<file path="config.mk">
export PLATFORM = sky130hd
export DESIGN_NAME = object_bbox_flat
export DESIGN_NICKNAME = d
export VERILOG_FILES = /design/src/rtl/object_bbox_pkg.sv /design/src/rtl/object_bbox_if.sv /design/src/rtl/object_bbox_raster_counter.sv /design/src/rtl/object_bbox.sv /design/src/flat_wrapper.sv
export SDC_FILE = /design/constraint.sdc
export NUM_CORES = 1
export LEC_CHECK = 0
export CAP_MARGIN = 10
export CORE_MARGIN = 4
export CORE_UTILIZATION = 25
export DETAILED_ROUTE_END_ITERATION = 12
export SETUP_SLACK_MARGIN = 0.02
export SYNTH_ARGS = -nofsm -noshare
export SYNTH_HDL_FRONTEND = slang
export SYNTH_HIERARCHICAL = 1
export SYNTH_SLANG_ARGS = --single-unit
</file>
<file path="constraint.sdc">
create_clock -name clk -period 10.6 [get_ports clk]
set_input_delay 2.12 -clock clk [delete_from_list [all_inputs] [get_ports clk]]
set_output_delay 2.12 -clock clk [all_outputs]
set_load 0.1 [all_outputs]
</file>
<file path="src/rtl/object_bbox_pkg.sv">
// rtl/object_bbox_pkg.sv - shared video constants and bbox FSM encoding
package object_bbox_pkg;

  localparam int H_ACTIVE_DEF = 640;
  localparam int V_ACTIVE_DEF = 480;

  typedef enum logic [1:0] {
    WAIT_SOF = 2'd0,
    ACTIVE   = 2'd1,
    REPORT   = 2'd2
  } bbox_state_e;

endpackage

</file>
<file path="src/rtl/object_bbox_if.sv">
// rtl/object_bbox_if.sv - pixel stream in, bounding-box results out
interface object_bbox_if #(
  parameter int INPUT_WIDTH = 10,
  parameter int COORD_WIDTH = 10,
  parameter int COUNT_WIDTH = 19
);
  logic                   frame_start;
  logic                   is_not_blank;
  logic [INPUT_WIDTH-1:0] delta_frame;
  logic [COUNT_WIDTH-1:0] min_pixels;
  logic [COORD_WIDTH-1:0] x_min;
  logic [COORD_WIDTH-1:0] x_max;
  logic [COORD_WIDTH-1:0] y_min;
  logic [COORD_WIDTH-1:0] y_max;
  logic [COUNT_WIDTH-1:0] pixel_count;
  logic                   bbox_found;
  logic                   bbox_valid;

  modport master (
    output frame_start, is_not_blank, delta_frame, min_pixels,
    input  x_min, x_max, y_min, y_max, pixel_count, bbox_found, bbox_valid
  );

  modport slave (
    input  frame_start, is_not_blank, delta_frame, min_pixels,
    output x_min, x_max, y_min, y_max, pixel_count, bbox_found, bbox_valid
  );
endinterface

</file>
<file path="src/rtl/object_bbox_raster_counter.sv">
// rtl/object_bbox_raster_counter.sv - active-pixel raster position with end-of-frame flag
module raster_counter #(
  parameter int H_ACTIVE    = 640,
  parameter int V_ACTIVE    = 480,
  parameter int COORD_WIDTH = 10
) (
  input  logic                   clk,
  input  logic                   areset,
  input  logic                   clear_i,
  input  logic                   advance_i,
  output logic [COORD_WIDTH-1:0] x_o,
  output logic [COORD_WIDTH-1:0] y_o,
  output logic                   last_o
);
  localparam logic [COORD_WIDTH-1:0] X_LAST = COORD_WIDTH'(H_ACTIVE - 1);
  localparam logic [COORD_WIDTH-1:0] Y_LAST = COORD_WIDTH'(V_ACTIVE - 1);

  logic [COORD_WIDTH-1:0] x_q, x_d;
  logic [COORD_WIDTH-1:0] y_q, y_d;
  logic                   x_wrap;

  assign x_wrap = (x_q == X_LAST);

  always_comb begin
    x_d = x_q;
    y_d = y_q;
    if (clear_i) begin
      x_d = '0;
      y_d = '0;
    end else if (advance_i) begin
      if (x_wrap) begin
        x_d = '0;
        y_d = (y_q == Y_LAST) ? '0 : y_q + 1'b1;
      end else begin
        x_d = x_q + 1'b1;
      end
    end
  end

  always_ff @(posedge clk or posedge areset) begin
    if (areset) begin
      x_q <= '0;
      y_q <= '0;
    end else begin
      x_q <= x_d;
      y_q <= y_d;
    end
  end

  assign x_o    = x_q;
  assign y_o    = y_q;
  assign last_o = x_wrap && (y_q == Y_LAST);

endmodule

</file>
<file path="src/rtl/object_bbox.sv">
// rtl/object_bbox.sv - per-frame bounding box and set-pixel count of a motion mask
module object_bbox
  import object_bbox_pkg::*;
#(
  parameter int INPUT_WIDTH = 10,
  parameter int H_ACTIVE    = H_ACTIVE_DEF,
  parameter int V_ACTIVE    = V_ACTIVE_DEF,
  parameter int COORD_WIDTH = 10,
  parameter int COUNT_WIDTH = 19
) (
  input logic          clk,
  input logic          areset,
  object_bbox_if.slave bus
);
  localparam logic [COORD_WIDTH-1:0] X_LAST  = COORD_WIDTH'(H_ACTIVE - 1);
  localparam logic [COORD_WIDTH-1:0] Y_LAST  = COORD_WIDTH'(V_ACTIVE - 1);
  localparam logic [COUNT_WIDTH-1:0] CNT_MAX = '1;

  bbox_state_e            state_q, state_d;
  logic [COORD_WIDTH-1:0] x_cnt, y_cnt;
  logic                   eof;
  logic                   pix_valid, pix_set;
  logic                   unused_delta;

  logic [COORD_WIDTH-1:0] x_lo_q, x_lo_d, x_hi_q, x_hi_d;
  logic [COORD_WIDTH-1:0] y_lo_q, y_lo_d, y_hi_q, y_hi_d;
  logic [COUNT_WIDTH-1:0] cnt_q, cnt_d;

  logic [COORD_WIDTH-1:0] x_min_q, x_min_d, x_max_q, x_max_d;
  logic [COORD_WIDTH-1:0] y_min_q, y_min_d, y_max_q, y_max_d;
  logic [COUNT_WIDTH-1:0] pcount_q, pcount_d;
  logic                   found_q, found_d;
  logic                   valid_q, valid_d;

  // frame_start wins over a pixel in the same cycle; the mask is saturated so only the MSB matters
  assign pix_valid    = (state_q == ACTIVE) && bus.is_not_blank && !bus.frame_start;
  assign pix_set      = pix_valid && bus.delta_frame[INPUT_WIDTH-1];
  assign unused_delta = ^bus.delta_frame[INPUT_WIDTH-2:0];

  raster_counter #(
    .H_ACTIVE   (H_ACTIVE),
    .V_ACTIVE   (V_ACTIVE),
    .COORD_WIDTH(COORD_WIDTH)
  ) u_raster (
    .clk      (clk),
    .areset   (areset),
    .clear_i  (bus.frame_start),
    .advance_i(pix_valid),
    .x_o      (x_cnt),
    .y_o      (y_cnt),
    .last_o   (eof)
  );

  always_comb begin
    state_d = state_q;
    unique case (state_q)
      WAIT_SOF: if (bus.frame_start) state_d = ACTIVE;
      ACTIVE: begin
        if (bus.frame_start)      state_d = ACTIVE;
        else if (pix_valid && eof) state_d = REPORT;
      end
      REPORT:   state_d = bus.frame_start ? ACTIVE : WAIT_SOF;
      default:  state_d = WAIT_SOF;
    endcase
  end

  always_comb begin
    x_lo_d = x_lo_q;
    x_hi_d = x_hi_q;
    y_lo_d = y_lo_q;
    y_hi_d = y_hi_q;
    cnt_d  = cnt_q;
    if (bus.frame_start) begin
      x_lo_d = X_LAST;
      x_hi_d = '0;
      y_lo_d = Y_LAST;
      y_hi_d = '0;
      cnt_d  = '0;
    end else if (pix_set) begin
      if (x_cnt < x_lo_q) x_lo_d = x_cnt;
      if (x_cnt > x_hi_q) x_hi_d = x_cnt;
      if (y_cnt < y_lo_q) y_lo_d = y_cnt;
      if (y_cnt > y_hi_q) y_hi_d = y_cnt;
      cnt_d = (cnt_q == CNT_MAX) ? cnt_q : cnt_q + 1'b1;
    end
  end

  // Results are captured on the REPORT edge, so the last pixel is already in the accumulators
  always_comb begin
    x_min_d  = x_min_q;
    x_max_d  = x_max_q;
    y_min_d  = y_min_q;
    y_max_d  = y_max_q;
    pcount_d = pcount_q;
    found_d  = found_q;
    valid_d  = 1'b0;
    if (state_q == REPORT) begin
      valid_d  = 1'b1;
      pcount_d = cnt_q;
      found_d  = (cnt_q != '0) && (cnt_q >= bus.min_pixels);
      if (cnt_q == '0) begin
        x_min_d = '0;
        x_max_d = '0;
        y_min_d = '0;
        y_max_d = '0;
      end else begin
        x_min_d = x_lo_q;
        x_max_d = x_hi_q;
        y_min_d = y_lo_q;
        y_max_d = y_hi_q;
      end
    end
  end

  always_ff @(posedge clk or posedge areset) begin
    if (areset) begin
      state_q  <= WAIT_SOF;
      x_lo_q   <= '0;
      x_hi_q   <= '0;
      y_lo_q   <= '0;
      y_hi_q   <= '0;
      cnt_q    <= '0;
      x_min_q  <= '0;
      x_max_q  <= '0;
      y_min_q  <= '0;
      y_max_q  <= '0;
      pcount_q <= '0;
      found_q  <= 1'b0;
      valid_q  <= 1'b0;
    end else begin
      state_q  <= state_d;
      x_lo_q   <= x_lo_d;
      x_hi_q   <= x_hi_d;
      y_lo_q   <= y_lo_d;
      y_hi_q   <= y_hi_d;
      cnt_q    <= cnt_d;
      x_min_q  <= x_min_d;
      x_max_q  <= x_max_d;
      y_min_q  <= y_min_d;
      y_max_q  <= y_max_d;
      pcount_q <= pcount_d;
      found_q  <= found_d;
      valid_q  <= valid_d;
    end
  end

  assign bus.x_min       = x_min_q;
  assign bus.x_max       = x_max_q;
  assign bus.y_min       = y_min_q;
  assign bus.y_max       = y_max_q;
  assign bus.pixel_count = pcount_q;
  assign bus.bbox_found  = found_q;
  assign bus.bbox_valid  = valid_q;

endmodule

</file>
<file path="src/flat_wrapper.sv">
// flat-port wrapper written by rule: the top's interface ports become plain ports
module object_bbox_flat import object_bbox_pkg::*;
#(
  parameter int INPUT_WIDTH = 10,
  parameter int H_ACTIVE    = H_ACTIVE_DEF,
  parameter int V_ACTIVE    = V_ACTIVE_DEF,
  parameter int COORD_WIDTH = 10,
  parameter int COUNT_WIDTH = 19
)
  (clk, areset, bus_frame_start, bus_is_not_blank, bus_delta_frame, bus_min_pixels, bus_x_min, bus_x_max, bus_y_min, bus_y_max, bus_pixel_count, bus_bbox_found, bus_bbox_valid);
  object_bbox_if #(.INPUT_WIDTH(INPUT_WIDTH), .COORD_WIDTH(COORD_WIDTH), .COUNT_WIDTH(COUNT_WIDTH)) bus_i ();
  input logic clk;
  input logic areset;
  input wire logic [$bits(bus_i.frame_start)-1:0] bus_frame_start;
  input wire logic [$bits(bus_i.is_not_blank)-1:0] bus_is_not_blank;
  input wire logic [$bits(bus_i.delta_frame)-1:0] bus_delta_frame;
  input wire logic [$bits(bus_i.min_pixels)-1:0] bus_min_pixels;
  output wire logic [$bits(bus_i.x_min)-1:0] bus_x_min;
  output wire logic [$bits(bus_i.x_max)-1:0] bus_x_max;
  output wire logic [$bits(bus_i.y_min)-1:0] bus_y_min;
  output wire logic [$bits(bus_i.y_max)-1:0] bus_y_max;
  output wire logic [$bits(bus_i.pixel_count)-1:0] bus_pixel_count;
  output wire logic [$bits(bus_i.bbox_found)-1:0] bus_bbox_found;
  output wire logic [$bits(bus_i.bbox_valid)-1:0] bus_bbox_valid;
  assign bus_i.frame_start = bus_frame_start;
  assign bus_i.is_not_blank = bus_is_not_blank;
  assign bus_i.delta_frame = bus_delta_frame;
  assign bus_i.min_pixels = bus_min_pixels;
  assign bus_x_min = bus_i.x_min;
  assign bus_x_max = bus_i.x_max;
  assign bus_y_min = bus_i.y_min;
  assign bus_y_max = bus_i.y_max;
  assign bus_pixel_count = bus_i.pixel_count;
  assign bus_bbox_found = bus_i.bbox_found;
  assign bus_bbox_valid = bus_i.bbox_valid;
  object_bbox #(.INPUT_WIDTH(INPUT_WIDTH), .H_ACTIVE(H_ACTIVE), .V_ACTIVE(V_ACTIVE), .COORD_WIDTH(COORD_WIDTH), .COUNT_WIDTH(COUNT_WIDTH)) u_core (.clk(clk), .areset(areset), .bus(bus_i));
endmodule
</file>
== Yosys cells after proc, flatten, opt, wreduce, memory -nomap -nowiden ==
Cells that the tools add are included.

* Bits in registers: 142
* Bits of input ports: 33
* Output and inout port bits: 61
* Logic and storage cells: 87

* Add/subtract/negate cells: 3
* $lt $le $gt $ge: 5
* Equality and inequality tests: 8
* Multiplexer cells: 32
* Reductions and logical operators: 24

{| class="wikitable"
|+ Operators by type and width
! kind !! count
|-
| 10-bit two-way mux || 23
|-
| 19-bit two-way mux || 3
|-
| 10-bit by 1-bit adder with 10-bit output (second input constant) || 2
|-
| 10-bit greater-than comparator || 2
|-
| 10-bit less-than comparator || 2
|-
| 19-bit by 1-bit adder with 19-bit output (second input constant) || 1
|-
| 19-bit equality test (second input constant) || 1
|-
| 19-bit greater-or-equal comparator || 1
|-
| 19-bit logical NOT || 1
|-
| 19-bit nonzero test || 1
|-
| 2-bit AND reduction || 7
|-
| 2-bit nonzero test || 7
|-
| 10-bit equality test (second input constant) || 1
|-
| 10-bit by 9-bit equality test with 1-bit output (second input constant) || 1
|-
| 1-bit logical AND || 6
|-
| 2-bit two-way mux || 3
|-
| 2-bit case mux with 3 select lines || 1
|-
| 2-bit != test (second input constant) || 2
|-
| 3-bit != test (second input constant) || 1
|-
| 2-bit by 1-bit equality test with 1-bit output (second input constant) || 1
|-
| 2-bit equality test (second input constant) || 1
|-
| 2-bit logical NOT || 1
|-
| 1-bit two-way mux || 2
|-
| 1-bit logical NOT || 1
|}

== Longest topological paths before layout ==
* Depth in word-level cells: 7
* Depth in mapped cells: 8
* Depth with buffers taken out: 7

== Hierarchy ==
The synthesis kept the hierarchy.

{| class="wikitable"
|+ By module, submodules not included
! module !! instances !! cells each !! area an instance (um^2) !! sequential area each (um^2)
|-
| object_bbox || 1 || 651 || 6505.0 || 3052.9
|-
| raster_counter || 1 || 126 || 1137.3 || 500.5
|}

== Worst setup path after synthesis ==
No wires, ideal clock.

* Path type: input to register
* Start point: input bus_frame_start
* End point: register u_core.u_raster.y_q[7], in the netlist u_core/u_raster/y_o[7]
* Setup time: 82 ps
* Arrival time: 3525 ps
* Required time: 10518 ps
* Path slack: 6992 ps
* Stages: 6
* Path buffers: 2
* Cells stage by stage: buf_6 > and4bb_1 > buf_2 > nand4_4 > or4_1 > a31oi_1

* Cells in the longest elaborated chain, start to end: 4
* Elaborated cells between the ends (all ways): 6
* Those cells by class: mux (1); reduce/logical (5)

{| class="wikitable"
|+ Ends and longest elaborated chain
! item !! RTL line !! text
|-
| start, declared || flat_wrapper.sv:14 || <nowiki>input wire logic [$bits(bus_i.frame_start)-1:0] bus_frame_start;</nowiki>
|-
| 1-bit logical NOT || object_bbox.sv:36 || <nowiki>assign pix_valid = (state_q == ACTIVE) && bus.is_not_blank && !bus.frame_start;</nowiki>
|-
| 1-bit logical AND || object_bbox.sv:36 ||
|-
| net u_core.pix_valid || object_bbox.sv:22 || <nowiki>logic pix_valid, pix_set;</nowiki>
|-
| 2-bit nonzero test (no line) || n/a ||
|-
| 2-bit AND reduction (no line) || n/a ||
|-
| end signal, assigned || object_bbox_raster_counter.sv:46 || <nowiki>y_q <= y_d;</nowiki>
|-
| end, declared || object_bbox_raster_counter.sv:19 || <nowiki>logic [COORD_WIDTH-1:0] y_q, y_d;</nowiki>
|}

The timed path passes the listed nets, and every way through them passes these cells.
A chain may end at the register's enable or synchronous reset.

== Worst setup path in the final report ==
* Start point: input bus_is_not_blank
* End point: register u_core.y_hi_q[0]

* Cells in the longest elaborated chain, start to end: 5

{| class="wikitable"
|+ Ends and longest elaborated chain
! item !! RTL line !! text
|-
| start, declared || flat_wrapper.sv:15 || <nowiki>input wire logic [$bits(bus_i.is_not_blank)-1:0] bus_is_not_blank;</nowiki>
|-
| 1-bit logical AND (2 in series) || object_bbox.sv:36 ||
|-
| net u_core.pix_valid || object_bbox.sv:22 ||
|-
| 1-bit logical AND || object_bbox.sv:37 || <nowiki>assign pix_set = pix_valid && bus.delta_frame[INPUT_WIDTH-1];</nowiki>
|-
| 2-bit nonzero test (no line) || n/a ||
|-
| 2-bit AND reduction (no line) || n/a ||
|-
| end signal, assigned || object_bbox.sv:135 || <nowiki>y_hi_q <= y_hi_d;</nowiki>
|-
| end, declared || object_bbox.sv:26 || <nowiki>logic [COORD_WIDTH-1:0] y_lo_q, y_lo_d, y_hi_q, y_hi_d;</nowiki>
|}

The timed path passes the listed nets, and every way through them passes these cells.

==> flow_summary.toml <==
[run_status]
status = "finished clean"

[clock_tree]
clock_latency_ps = 420
cts_tree = "done"
numClockSinks = 142
cts.repair.resized = 0
hold_buffers = 0
postCtsSetupRepairBufs = 0
ctsRootBufferMaster = "clkbuf_16"
htreeDepth = 4
clk_pin_slew_worst_paths_ps = 60
numCtsBuffers = 17
cts_buffer_depth = 2

[placed_design]
portBuffers = 84
dp_hpwl_um = 13300
gp_congestion = 0.823

[setup_path]
rr_worst_depth = 5
critPathSlowestCell = "a31oi_1"
critical_path.cell_chain = "clkdlybuf4s50_1, and4bb_1, nand2_2, a31oi_1, and2_1, o21ai_0"
cp_max_fo = 12
ff2ff_setup_slack_ps = 7820
crit_type = "in -> reg"
worst_path_largest_cell_delay_ps = 740
r2r_start = "u_core/state_q[1]$_DFFE_PP0P_"
crit_path_end_kind = "flip-flop"
crit_arrival_ps = 4780
start_kind = "primary input"
reg2reg_to = "u_core/y_hi_q[0]$_DFFE_PP0P_"
cp.required_ps = 10890

[timing]
finalCriticalPeriod_ps = 4500
fin_worst_skew_ps = 10.0
rsz0062_at_grt = "no"
maxSlewViolCount = 0
hold_ws_ps = 476
fmax_ghz = 0.222
worst_pin_slew_ps = 1070
finalSetupViolCount = 0
hold_violations = 0
setup-tns-final_ps = 0
relSlewSlack_pct = 28.7
layout_worst_path_cycle_share_pct = 42.4

[synthesis]
synthMostInstantiatedCell = "dfrtp_1"
synth_top_cells_by_count = "142 x dfrtp_1, 84 x nand2_1, 79 x inv_1"
synth_warnings = 6
synth.net_count = 871
synth_ff_type = "dfrtp_1"
yosys.area.top_type = "dfrtp_1"
synth_edf_count = 0
synth_area_per_cell_um2 = 9.84
synthCells = 777
synth_top_cell_area_share_pct = 46.5
ys_ff_latch = 142
ys_types = 67
synthArstFlopShare_pct = 100
yosys-top-cells-area = "dfrtp_1 46%, ha_1 10%, a22o_1 4.6%"
seq_area_frac_synth_pct = 46.5
syn_area_um2 = 7640

[power]
swShare_pct = 24.9
internal_power_uw = 930
powerDensity_nw_per_um2 = 131
p_comb_share_pct = 5.8
seq_power_share_pct = 45.1
switching_power_uw = 308
irDropWorstVdd_mv = 0.0744
power_frac_clock_pct = 49.1
leakage_uw = 0.00425

[die]
coreArea_um2 = 29900
die_w_um = 183
die_area_um2 = 33400
fp.dieH_um = 183
rows = 63
ios = 94
start_util_pct = 25.6

[global_route]
grt_max_degree = 65
grt_pass1_vias = 6224
use_met1_pct = 15.0
grtUsageTotal_pct = 11.7
grt_pass1_wl_um = 32100
grt_util_met2_pct = 20.0
top_usage_layer = "met2"
antenna_found_initial = 1
grt.overflow.total = 0
grtUsageMet3_pct = 2.94

[route]
drc_errors = 0
initialDrtViolationCount = 415
drt.antenna.violating_nets = 0
via_per_inst = 4.82
wire_per_inst_um = 15.4
dr.pass1.iters = 4
dr_total_vias = 6039
wl_um = 19300

[worst_hold_path]
min_path_cells = 2
hp-start = "u_core/bus.pixel_count[12]$_DFFE_PP0P_"
min_to = "u_core/bus.pixel_count[12]$_DFFE_PP0P_"
hold_path.class = "reg -> reg"

[finish]
drive_gt1_share_pct = 7.30
nFillCells = 3046
nets = 944
final_util_pct = 31.7
area_growth_pct = 24.0

[job]
maxCapViolCount = 0
==> through the flow <==
step                instance area, µm²  power (µW)  cells  worst slack (ps)
global route                      9470        1290   1253              5910
finish                            9480        1240   1254              6100
CTS                               9460        1260   1252              6180
global placement                  8860         639   1220              5720
detailed placement                8860         640   1220              5730
floorplan                         7640         614    777              5240
==> worst max-delay path by stage <==
stage | startpoint | end | slack [ps] | cells after the start
finish | bus_is_not_blank | u_core/y_hi_q[0]$_DFFE_PP0P_ | 6100 | 6
global route | bus_is_not_blank | u_core/y_hi_q[0]$_DFFE_PP0P_ | 5910 | 6
CTS | bus_is_not_blank | u_core/x_hi_q[0]$_DFFE_PP0P_ | 6180 | 6
detailed placement | bus_is_not_blank | u_core/x_hi_q[0]$_DFFE_PP0P_ | 5730 | 6
global placement | bus_is_not_blank | u_core/y_hi_q[0]$_DFFE_PP0P_ | 5720 | 6
floorplan | areset | u_core/bus.bbox_found$_DFFE_PP0P_ | 5240 | 1
==> worst max-delay path: cells and delay by family <==
family | cells | cell delay, ps
buf+inv | 1 | 480
compound gates | 2 | 890
simple gates | 3 | 1280
==> kinds of logic (layout without fill, tap and decap cells) <==
family	count (synthesis)	after routing	synth area share (%)
adders and majority gates	61	61	9.99
buffers and inverters	115	201	5.99
AOI/OAI and AO/OA	174	174	16.3
xor gates and xnor gates	17	17	1.95
other	0	1	0
and+or+nand+nor	254	254	17.3
DFF	142	142	46.5
muxes	14	14	1.98
==> routing by layer <==
metal,wire [µm],part of all wire [%],vias up
li1,-,-,2949
met1,8600,45,2962
met2,9500,49,103
met3,980,5.1,23
met4,220,1.1,2
met5,13,0.067,-
==> power by group through the flow <==
stage | clock (µW) | sequential [µW] | combinational (µW)
6_report | 608 | 558 | 71.7
4_1_cts | 626 | 558 | 72.6
3_3_place_gp | 0 | 568 | 71.1
5_1_grt | 652 | 559 | 82.4
2_1_floorplan | 0 | 565 | 49.2
3_5_place_dp | 0 | 568 | 72.2
==> layout by cell type (no fill, tap or decap), drive strengths merged, types with 23 or more instances in the layout <==
cell type / netlist / final
dfrtp: 142 / 142
inv: 79 / 87
nand2: 85 / 85
clkdlybuf4s50: 0 / 83
ha: 61 / 61
nor2: 46 / 46
a22o: 40 / 40
nand3: 38 / 38
a21oi: 29 / 29
o21ai: 27 / 27
o31ai: 23 / 23
==> cell type report <==
class | count | area [µm²] | area share [%]
clock inverters | 15 | 174 | 1.84
inverters | 80 | 303 | 3.20
diodes | 1 | 2.50 | 0.0264
well taps | 390 | 488 | 5.15
repair buffers | 89 | 877 | 9.26
clock buffers | 17 | 425 | 4.49
multi-input cells | 520 | 3650 | 38.6
flip-flops and latches | 142 | 3550 | 37.5
(Power assumes the default switching activity.)
